==> config.mk <==
export PLATFORM = sky130hd
export DESIGN_NAME = spike_rate_decoder
export DESIGN_NICKNAME = d
export VERILOG_FILES = /design/src/rtl/spike_rate_decoder.sv
export SDC_FILE = /design/constraint.sdc
export NUM_CORES = 1
export LEC_CHECK = 0
export BUFFER_PORTS_ARGS = -buffer_cell sky130_fd_sc_hd__buf_2
export CORE_AREA = 2 2 105 56
export DETAILED_ROUTE_END_ITERATION = 10
export DIE_AREA = 0 0 107 58
export GPL_ROUTABILITY_DRIVEN = 0
export PLACE_DENSITY = 0.79
export REMOVE_ABC_BUFFERS = 1
export SETUP_SLACK_MARGIN = 0.15
export SYNTH_ARGS = -nofsm -noshare
export SYNTH_HDL_FRONTEND = slang
export SYNTH_SLANG_ARGS = --single-unit
==> constraint.sdc <==
create_clock -name clk -period 6.9 [get_ports clk]
set_clock_uncertainty 0.2 [all_clocks]
set_input_delay 1.38 -clock clk [delete_from_list [all_inputs] [get_ports clk]]
set_output_delay 1.38 -clock clk [all_outputs]
set_load 0.05 [all_outputs]
==> src/rtl/spike_rate_decoder.sv <==
// spike_rate_decoder: counts rising edges per spike channel over a programmable window
// and hands each result set to a consumer through a valid/ack handshake.
module spike_rate_decoder #(
    parameter int NUM_CH   = 4,
    parameter int WIN_BITS = 8,
    parameter int CNT_BITS = 4,
    localparam int W_BITS  = (NUM_CH > 1) ? $clog2(NUM_CH) : 1
) (
    input  logic                       clk,
    input  logic                       rst_n,
    input  logic                       enable,
    input  logic                       clear,
    input  logic [WIN_BITS-1:0]        window_len,
    input  logic [NUM_CH-1:0]          spike_in,
    input  logic                       rate_ack,
    output logic [NUM_CH*CNT_BITS-1:0] rate_out,
    output logic                       rate_valid,
    output logic [W_BITS-1:0]          winner,
    output logic                       overrun,
    output logic                       busy
);
    typedef enum logic {IDLE, COUNT} state_t;
    state_t state, state_nx;
    logic [NUM_CH-1:0] prev_spike, spk_edge;
    logic [NUM_CH-1:0][CNT_BITS-1:0] cnt, cnt_inc;
    logic [CNT_BITS-1:0] best;
    logic [WIN_BITS-1:0] win_cnt, win_len_q;
    logic [W_BITS-1:0] win_idx;
    logic run, start, win_end;

    always_ff @(posedge clk or negedge rst_n)
        if (!rst_n) state <= IDLE;
        else state <= state_nx;

    always_comb begin
        run      = enable && !clear;
        start    = run && state == IDLE;
        win_end  = run && state == COUNT && win_cnt == win_len_q - 1'b1;
        state_nx = run ? COUNT : IDLE;
    end

    always_comb busy = state == COUNT;

    // Counters sit at zero in IDLE, so cnt_inc on the entry cycle is just that cycle's edges.
    always_comb begin
        spk_edge = spike_in & ~prev_spike;
        for (int i = 0; i < NUM_CH; i++)
            cnt_inc[i] = (&cnt[i]) ? cnt[i] : cnt[i] + spk_edge[i];
    end

    always_comb begin
        win_idx = '0;
        best    = cnt_inc[0];
        for (int i = 1; i < NUM_CH; i++)
            if (cnt_inc[i] > best) begin
                win_idx = W_BITS'(i);
                best    = cnt_inc[i];
            end
    end

    always_ff @(posedge clk or negedge rst_n)
        if (!rst_n) begin
            prev_spike <= '0;
            cnt        <= '0;
            win_cnt    <= '0;
            win_len_q  <= '0;
        end else begin
            prev_spike <= spike_in;
            if (start || win_end) begin
                cnt       <= start ? cnt_inc : '0;
                win_cnt   <= '0;
                win_len_q <= window_len;
            end else if (run) begin
                cnt     <= cnt_inc;
                win_cnt <= win_cnt + 1'b1;
            end else begin
                cnt     <= '0;
                win_cnt <= '0;
            end
        end

    always_ff @(posedge clk or negedge rst_n)
        if (!rst_n) begin
            rate_out   <= '0;
            winner     <= '0;
            rate_valid <= 1'b0;
            overrun    <= 1'b0;
        end else if (clear) begin
            rate_valid <= 1'b0;
            overrun    <= 1'b0;
        end else if (win_end) begin
            rate_out   <= cnt_inc;
            winner     <= win_idx;
            rate_valid <= 1'b1;
            overrun    <= overrun || (rate_valid && !rate_ack);
        end else if (rate_ack) begin
            rate_valid <= 1'b0;
        end
endmodule
==> results.txt <==
- Dividing the synthesized area by the synthesized cell count gives 11.0 um2.
* CTS sink cnt: 57
* Number of register bits inferred by synthesis: 57
- In this run the core area contains 19 standard-cell rows.
* Number of nets in the finished design: 354
- Endpoint required time on the critical path: 6.92 ns
- Buffer type at the clock tree root: clkbuf_8
- Sort of element at the end of the critical path: register
- Synthesis Warnings: 0
* Worst slew pin tran: slightly above 0.7 ns
- Entering global routing, the biggest net connects 58 pins.
* Hold Violations, Final: 0
* Internal power component: 0.563 mW
* Min-Delay Path Class: reg2reg
- For this run, the leading register cell type out of synthesis is dfrtp_1.
* Initial Utilization: around 56%
- The final number of max-transition violations came to 0.
* Antenna Nets Post-Route: 0
* Total via count in the routed design: ~2200
- Wire length of the first global-routing pass: 10800 um
- Sequential share of the synthesized area: 47.7%
* Top-area cell type share of the netlist area: 47.7%
* Worst hold margin: 0.300 ns
* Max frequency: 0.155 GHz
* Peak supply drop: around 0.12 mV
- Post-place instance area: 0.00327 mm2
* Largest buffer count on any clock path: 2
- The initial antenna violation count was 0.
- Vias in the first global route: 2181
- The layout has 452 filler cells.
* Design Power: 0.782 mW
* Antenna fix cells: 0
- Clock latency on the worst-skew pair, taken at its later pin, is 0.33 ns.
- The worst setup path is launched from an input pin.
- Congestion Overflow GR: 0
* Clock tree from TritonCTS: yes
* FF/Latch Area: between 0.001 and 0.0015 mm2
- Proportion of register bits with asynchronous set or reset after synthesis: between 90% and 100%
* Detailed-route wire length per cell: 16.0 um
* Max-cap viol count: 0
- For this design the top-level I/O count stands at 38.
* Crit path arrival time: 6.47 ns
* Unrepaired setup endpoints after global routing: false
- The die covers between 0.006 and 0.007 mm2.
- Dominant cells by area after synthesis: dfrtp_1 (48%), ha_1 (8.0%), mux2_2 (6.0%)
- Once detailed placement completed, the half-perimeter wirelength came to 4620 um.
- Cell type with the highest aggregate area in the netlist: dfrtp_1
* Global router's overall resource usage: between 20% and 30%
- In this run the power density over the cells is 227 mW/mm2.
* Clock share of power: between 30% and 40%
* Leakage dissipation: 1.68 nW
- Post-synthesis instance total: around 270
- Of all nets on the critical path, the largest fanout is 4.
- Switching power: 0.218 mW
- Dividing the detail-routed via count by the number of cells gives around 5.6.
- The H-tree was split into 3 levels.
- In this run, the combinational gates consume 17.3% of the power.
- The count of buffers added on input and output ports is 37.
- Post-CTS Resized: 0
* Width of the die: 107 um
- TritonCTS created 9 clock buffers.
- The worst path uses 93.5% of the clock period.
* Number of design rule violations left after detail routing: 0
- The worst setup path is of the in2reg kind.
* Switching portion of total power: 27.9%
* Worst-case reg-to-reg path depth: 24
- Subtracting the final worst setup slack from the clock period gives 6.45 ns.
- Clock-pin slew was measured on the worst setup and hold paths at roughly 0.060 ns.
- Area of the multi-input gates: 0.00148 mm2
- Post-CTS Setup Repair Bufs: 0
- Synthesis instantiated 44 different standard cells from the library.
- Setup TNS Final: 0 ns
* Result of the run: finished, final reports clean
- Final number of setup-violating endpoints: 0
- The area growth from synthesis to layout is 15.4%.
- For this run, the detailed router's first-pass iteration total came to 4.
* Layout cells sized above 1: 27.0%
* Hold Path Depth: 1
- Placeable Area: 0.00530 mm2
- Number of design-rule violations left by the first detailed-router iteration: 119
* Reg power frac: 46.6%
- The cell area that synthesis handed to floorplanning was 0.00299 mm2.
- Tightest slew margin relative to the limit: 52.2%
* Detailed-route wire length: 6340 um
- Number of flops mapped to enable cells by yosys: 0
* Post-Layout Inst Area: 0.00345 mm2
- Reg2Reg Setup Slack: 1.26 ns
- From bottom edge to top edge, the die measures 58 um.
* Hold bufs inserted after CTS: 0
## sequential cells by signal, indices dropped and copies added (netlist names)
signal,cells
busy,1
prev_spike,4
winner,2
cnt,16
rate_out,16
win_cnt,8
overrun,1
win_len_q,8
rate_valid,1
## routing by layer
layer	vias up	wire length (um)	global-route usage [%]	part of all wire, %
met5	-	0	0	0
met4	0	104	9.65	1.6
met3	14	315	6.97	5.0
met2	51	2520	30.9	40
met1	1057	3390	35.5	54
li1	1082	-	-	-
## cell usage after synthesis (all sizes together) (2+ instances only)
library cell and number:
a41oi 4, nand4 4, nor3b 9, a41o 2, nor2b 7, and3 3
a31oi 3, buf 7, inv 12, o21ai 6, nor2 13, xnor2 12
maj3 3, nand2b 2, or2 2, xor2 6, o21a 8, nor3 20
nand3 11, mux2i 6, mux2 16, dfrtp 57, and2 2, a21oi 18
and4 2, ha 19, nand2 6, nor4 2
## area by class of cell
cell class / count / share of cell area [%]
multi-input cells: 195 / 42.8
flip-flops and latches: 57 / 41.3
repair buffers: 43 / 6.67
clock buffers: 12 / 4.79
well taps: 73 / 2.65
inverters: 12 / 1.31
clock inverters: 3 / 0.435
## worst max-delay path: stages
cell	delay [ns]
buf_2	0.10
nor2b_1	0.13
ha_1	0.26
nor2_1	0.21
inv_1	0.07
ha_1	0.26
or2_2	0.28
maj3_2	0.32
maj3_2	0.32
maj3_2	0.35
mux2i_1	0.23
inv_1	0.07
ha_1	0.28
nor2b_1	0.13
o21a_1	0.16
o21a_1	0.18
o21ai_0	0.26
mux2i_1	0.23
ha_1	0.25
nor2b_1	0.13
o21a_1	0.16
o21a_1	0.17
o21ai_0	0.25
o2111ai_1	0.16
o21a_1	0.14
## power groups by stage
stage | Sequential, mW | Combinational, mW | Clock, mW
after CTS | 0.364 | 0.135 | 0.292
after global placement | 0.369 | 0.131 | 0
after floorplan | 0.381 | 0.0804 | 0
final | 0.364 | 0.135 | 0.282
after global routing | 0.366 | 0.149 | 0.307
after detailed placement | 0.370 | 0.134 | 0
## per-stage QoR
| step | util, % | setup WS [ns] | cells |
|---|---|---|---|
| after floorplan | - | 0.521 | 264 |
| after global placement | 61.7 | 0.289 | 380 |
| after detailed placement | 61.7 | 0.0958 | 380 |
| after CTS | 65.1 | 0.465 | 395 |
| after global routing | 65.1 | 0.230 | 395 |
| final | 65.1 | 0.449 | 395 |
## final timing paths
path                                from      endpoint
min                          rate_out[3]   rate_out[3]
max in group asynchronous          rst_n    win_cnt[2]
min reg2reg                  rate_out[3]   rate_out[3]
max                          spike_in[0]     winner[0]
min in group asynchronous          rst_n  rate_out[14]
max reg2reg                prev_spike[0]     winner[0]
## kinds of logic after synthesis
logic type | count (synthesis) | share of synthesized area [%]
simple gates | 86 | 16.1
flops | 57 | 47.7
compound gates | 47 | 10.9
mux | 22 | 8.04
fa+ha+maj | 22 | 9.08
buf+inv | 20 | 2.89
xor+xnor | 18 | 5.27
## cell usage in the layout (no fill, tap or decap), types with 2 or more instances in the layout
master / instances
a21oi_1: 17
a31oi_1: 3
a41o_1: 2
a41oi_1: 3
and3_1: 3
buf_2: 37
buf_4: 6
clkbuf_8: 12
clkinv_2: 3
dfrtp_1: 57
ha_1: 19
inv_1: 12
maj3_2: 3
mux2_2: 16
mux2i_1: 6
nand2_1: 5
nand2b_1: 2
nand3_1: 11
nand4_1: 4
nor2_1: 13
nor2b_1: 7
nor3_1: 20
nor3b_1: 9
nor4_1: 2
o21a_1: 8
o21ai_0: 6
or2_2: 2
xnor2_1: 12
xor2_1: 6
No activity file was read; power rests on OpenSTA's default activity.
